--- src/rtl/riscv_system_ram_port_arbiter.sv ---
// Shares RAM port 2 between m0 (ifetch/debug) and m1 (DMA); round-robin or fixed-priority grant.
// Latency: request granted combinationally in the address cycle, readdatavalid one cycle later.
// Backpressure: the losing requester sees waitrequest=1 and must hold its request until granted.
module riscv_system_ram_port_arbiter #(
    parameter int ADDR_WIDTH     = 13,
    parameter int DATA_WIDTH     = 32,
    parameter int BE_WIDTH       = DATA_WIDTH / 8,
    parameter int FIXED_PRIORITY = 0
) (
    input  logic                  clk,
    input  logic                  reset_n,
    input  logic [ADDR_WIDTH-1:0] m0_address,
    input  logic [BE_WIDTH-1:0]   m0_byteenable,
    input  logic                  m0_read,
    input  logic                  m0_write,
    input  logic [DATA_WIDTH-1:0] m0_writedata,
    output logic                  m0_waitrequest,
    output logic [DATA_WIDTH-1:0] m0_readdata,
    output logic                  m0_readdatavalid,
    input  logic [ADDR_WIDTH-1:0] m1_address,
    input  logic [BE_WIDTH-1:0]   m1_byteenable,
    input  logic                  m1_read,
    input  logic                  m1_write,
    input  logic [DATA_WIDTH-1:0] m1_writedata,
    output logic                  m1_waitrequest,
    output logic [DATA_WIDTH-1:0] m1_readdata,
    output logic                  m1_readdatavalid,
    output logic [ADDR_WIDTH-1:0] mem_address,
    output logic [BE_WIDTH-1:0]   mem_byteenable,
    output logic                  mem_chipselect,
    output logic                  mem_write,
    output logic [DATA_WIDTH-1:0] mem_writedata,
    output logic                  mem_clken,
    input  logic [DATA_WIDTH-1:0] mem_readdata
);

    typedef enum logic [1:0] {
        IDLE  = 2'd0,
        LAST0 = 2'd1,
        LAST1 = 2'd2
    } arb_state_t;

    arb_state_t state, state_nxt;
    logic       req0, req1;
    logic       grant0, grant1;
    logic       rd_accept;
    logic       rd_pending, rd_owner;

    assign req0 = m0_read | m0_write;
    assign req1 = m1_read | m1_write;

    always_ff @(posedge clk or negedge reset_n) begin
        if (!reset_n) begin
            state <= IDLE;
        end else begin
            state <= state_nxt;
        end
    end

    // Fixed-priority mode never rotates, so the pointer stays parked in IDLE.
    always_comb begin
        state_nxt = state;
        if (FIXED_PRIORITY == 0) begin
            if (grant0) begin
                state_nxt = LAST0;
            end else if (grant1) begin
                state_nxt = LAST1;
            end
        end
    end

    // IDLE behaves like LAST1 so m0 wins the first tie. Grants are held off while in reset
    // so the RAM port is deselected immediately on an asynchronous assert.
    always_comb begin
        grant0 = 1'b0;
        grant1 = 1'b0;
        if (reset_n) begin
            if (req0 && req1) begin
                if (FIXED_PRIORITY != 0 || state != LAST0) begin
                    grant0 = 1'b1;
                end else begin
                    grant1 = 1'b1;
                end
            end else begin
                grant0 = req0;
                grant1 = req1;
            end
        end
    end

    always_comb begin
        mem_address    = grant1 ? m1_address    : m0_address;
        mem_byteenable = grant1 ? m1_byteenable : m0_byteenable;
        mem_writedata  = grant1 ? m1_writedata  : m0_writedata;
        mem_chipselect = grant0 | grant1;
        mem_write      = (grant0 & m0_write) | (grant1 & m1_write);
        mem_clken      = reset_n;
        m0_waitrequest = req0 & ~grant0;
        m1_waitrequest = req1 & ~grant1;
    end

    // read+write together is handled as a write and produces no response.
    assign rd_accept = (grant0 & m0_read & ~m0_write) | (grant1 & m1_read & ~m1_write);

    always_ff @(posedge clk or negedge reset_n) begin
        if (!reset_n) begin
            rd_pending <= 1'b0;
            rd_owner   <= 1'b0;
        end else begin
            rd_pending <= rd_accept;
            if (rd_accept) begin
                rd_owner <= grant1;
            end
        end
    end

    assign m0_readdatavalid = rd_pending & ~rd_owner;
    assign m1_readdatavalid = rd_pending &  rd_owner;
    assign m0_readdata      = mem_readdata;
    assign m1_readdata      = mem_readdata;

endmodule

--- config.mk ---
export PLATFORM = sky130hd
export DESIGN_NAME = riscv_system_ram_port_arbiter
export DESIGN_NICKNAME = d
export VERILOG_FILES = /design/src/rtl/riscv_system_ram_port_arbiter.sv
export SDC_FILE = /design/constraint.sdc
export NUM_CORES = 1
export LEC_CHECK = 0
export ABC_AREA = 0
export ABC_CLOCK_PERIOD_IN_PS = 2100
export BUFFER_PORTS_ARGS = -buffer_cell sky130_fd_sc_hd__buf_2
export CAP_MARGIN = 10
export CORE_AREA = 2 2 98 100
export CTS_BUF_LIST = sky130_fd_sc_hd__clkbuf_4 sky130_fd_sc_hd__clkbuf_8
export CTS_CLUSTER_DIAMETER = 150
export DETAILED_ROUTE_END_ITERATION = 10
export DIE_AREA = 0 0 100 102
export PLACE_DENSITY = 0.51
export SLEW_MARGIN = 20
export SYNTH_ARGS = -nofsm -noshare
export SYNTH_HDL_FRONTEND = slang
export SYNTH_SLANG_ARGS = --single-unit
--- constraint.sdc ---
create_clock -name clk -period 2.1 [get_ports clk]
set_input_delay 0.21 -clock clk [delete_from_list [all_inputs] [get_ports clk]]
set_output_delay 0.21 -clock clk [all_outputs]
set_load 0.01 [all_outputs]
==> results_dict.tcl <==
set metrics [dict create \
    synthArstFlopShare_pct 100 \
    syn_nets 281 \
    synthAdderAreaFrac_pct 0 \
    layout_commonest_cell "buf_2" \
    finalSetupViolCount 0 \
    drc 0 \
    drtAntennaViolNets 0 \
    fin_worst_skew_ps 0.373 \
    wl_per_cell_um 14.4 \
    hpwl_um 4010 \
    r2r_slack_ps 800 \
    gp_congestion 0.671 \
    die_x_um 100 \
    seq_power_share_pct 12.9 \
    worst_setup_path_end_kind "primary output" \
    clock-sinks 4 \
    grt_usage_pct 7.65 \
    worst_pin_slew_ps 443 \
    place_area_um2 1760 \
    r2r_end "state[1]" \
    crit_start "state[1]" \
    start_util_pct 14.8 \
    die_h_um 102 \
    vias 1338 \
    drv_cap 0 \
    holdPathEnd "rd_pending" \
    clockBufferDepth 2 \
    grt_pass1_wl_um 6010 \
    critPathKind "flop to primary output" \
    switchingPower_uw 323 \
    switching_share_pct 37.2 \
    drt-total-wl_um 5070 \
    arrival_ps 1760 \
    synthMuxAreaShare_pct 41.0 \
    gr-total-overflow 0 \
    post-place-ws_ps 200 \
    dpl.cell_count 346 \
    cts_tree "done" \
    synth_seq_area_share_pct 7.43 \
    antenna_found_initial 0 \
    p_clk_share_pct 18.3 \
    p_leak_nw 0.966 \
    avgViaCountPerCell 3.80 \
    drv_slew 0 \
    synth_cell_types 21 \
    fmax_mhz 508 \
    synth_xor_xnor_area_share_pct 0 \
    synth_top_family_by_area "multiplexers" \
    crit_path_max_fanout 25 \
    hold_path.class "primary input to flop" \
    ir_drop_mv 0.163 \
    p_comb_share_pct 68.8 \
    final_area_um2 1850 \
    synth_cells 145 \
    drt_iter0_markers 94 \
    rsz0062_at_grt "no" \
    rr_startpoint "state[1]" \
    layout_common_cells "159 x buf_2, 45 x mux2_2, 4 x mux2_1, 4 x dfrtp_1" \
    finalCritPeriodShare_pct 93.7 \
    min_from "m0_read" \
    core_area_um2 9110 \
    crit_required_ps 1890 \
    clk_pin_slew_ps 30 \
    cp-start-kind "flop" \
    hold_violations 0 \
    synthSimpleGateAreaFrac_pct 4.00 \
    worst_slack_ps 133 \
    placementRows 35 \
    synth_compound_area_share_pct 7.16 \
    clock_latency_ps 210 \
    outcome "complete, no violations" \
    ys.flop_type "dfrtp_1" \
    finalNetCount 379 \
    portBuffers 159 \
    tns_ps 0 \
    numCtsBuffers 3 \
    cts-root-buf "clkbuf_8" \
    reg2regPathDepth 4 \
    nFillCells 1033 \
    fin_crit_ps 1970 \
    slew_headroom_pct 70.2 \
    yosysWarnings 0 \
    ios 256 \
    dieArea_um2 10200 \
    min_path_cells 3 \
    htreeDepth 1 \
    powerDensity_nw_per_um2 468 \
    avgSynthCellArea_um2 9.28 \
    grt_max_degree 51 \
    drive_above_1_share_pct 88.4 \
    p_int_uw 544 \
    num_antenna_cells 0 \
    final_cells 352 \
    netlist_area_um2 1350 \
    synth-seq-cells 4 \
    grt_pass1_vias 1231 \
    area_growth_pct 37.5 \
    synth_edf_count 0 \
    drtPass1Iterations 3 \
]
[worst max path at each step]
stage,to,slack (ps),depth (start not counted)
floorplan,mem_writedata[20],540,4
global placement,mem_writedata[17],220,6
detailed placement,mem_writedata[14],200,6
CTS,mem_writedata[14],40,5
global route,mem_writedata[30],70,5
finish,mem_writedata[30],130,5
[power groups by stage]
stage	combinational, mW	sequential, mW	clock, mW
global placement	0.560	0.107	0
global route	0.645	0.113	0.173
detailed placement	0.564	0.107	0
CTS	0.570	0.106	0.163
finish	0.597	0.112	0.158
floorplan	0.458	0.105	0
[synth_stat cells, drive strengths merged (2+ instances only)]
library cell / instances / share of area [%]
buf: 70 / 40
mux2: 49 / 41
dfrtp: 4 / 7.4
a21oi: 3 / 2.0
nor2: 3 / 0.84
a32o: 2 / 1.5
nand2b: 2 / 0.93
o21ai: 2 / 0.74
[state kept, by name, summed over array words and instances (netlist names)]
signal and count:
state 2, rd_pending 1, rd_owner 1
[worst max-delay path: stages, from the launching register on]
cell and delay (ps):
dfrtp_1 380, nand2b_4 180, a21oi_4 230, buf_12 220, mux2_2 370, buf_2 140
[kinds of logic (layout without fill, tap and decap cells)]
family / after synthesis / count (layout)
buffers and inverters: 70 / 166
multiplexers: 49 / 49
AO/OA/AOI/OAI: 12 / 12
AND/OR/NAND/NOR: 10 / 10
flip-flops: 4 / 4
[per-layer routing]
layer	wire, um	GRT usage [%]	up-vias	part of all wire (%)
met5	0	0	-	0
met4	118	3.37	0	2.3
met3	555	2.12	27	11
met2	2450	13.2	107	48
met1	1950	8.91	576	38
li1	-	-	628	-
[area by class of cell]
cell class / count / area (um2) / area share (%)
multi-input combinational: 71 / 709 / 38.3
clock buffer: 3 / 41.3 / 2.23
tap: 111 / 139 / 7.50
timing repair buffer: 163 / 862 / 46.6
sequential: 4 / 100 / 5.41
[stage by stage]
step	power, mW	util (%)	hold slack (ps)
2_1_floorplan	0.563	-	-85.6
3_3_place_gp	0.667	19.3	69.1
3_5_place_dp	0.671	19.3	69.5
4_1_cts	0.840	19.8	301
5_1_grt	0.930	20.3	344
6_report	0.867	20.3	307
[repair_timing]
item,in CTS,in global routing
hold buffers,1,0
gates resized for setup,0,2
setup endpoints to repair,0,43
hold endpoints to repair,4,0
setup buffers,0,0
Power figures use the tool's default switching activity.
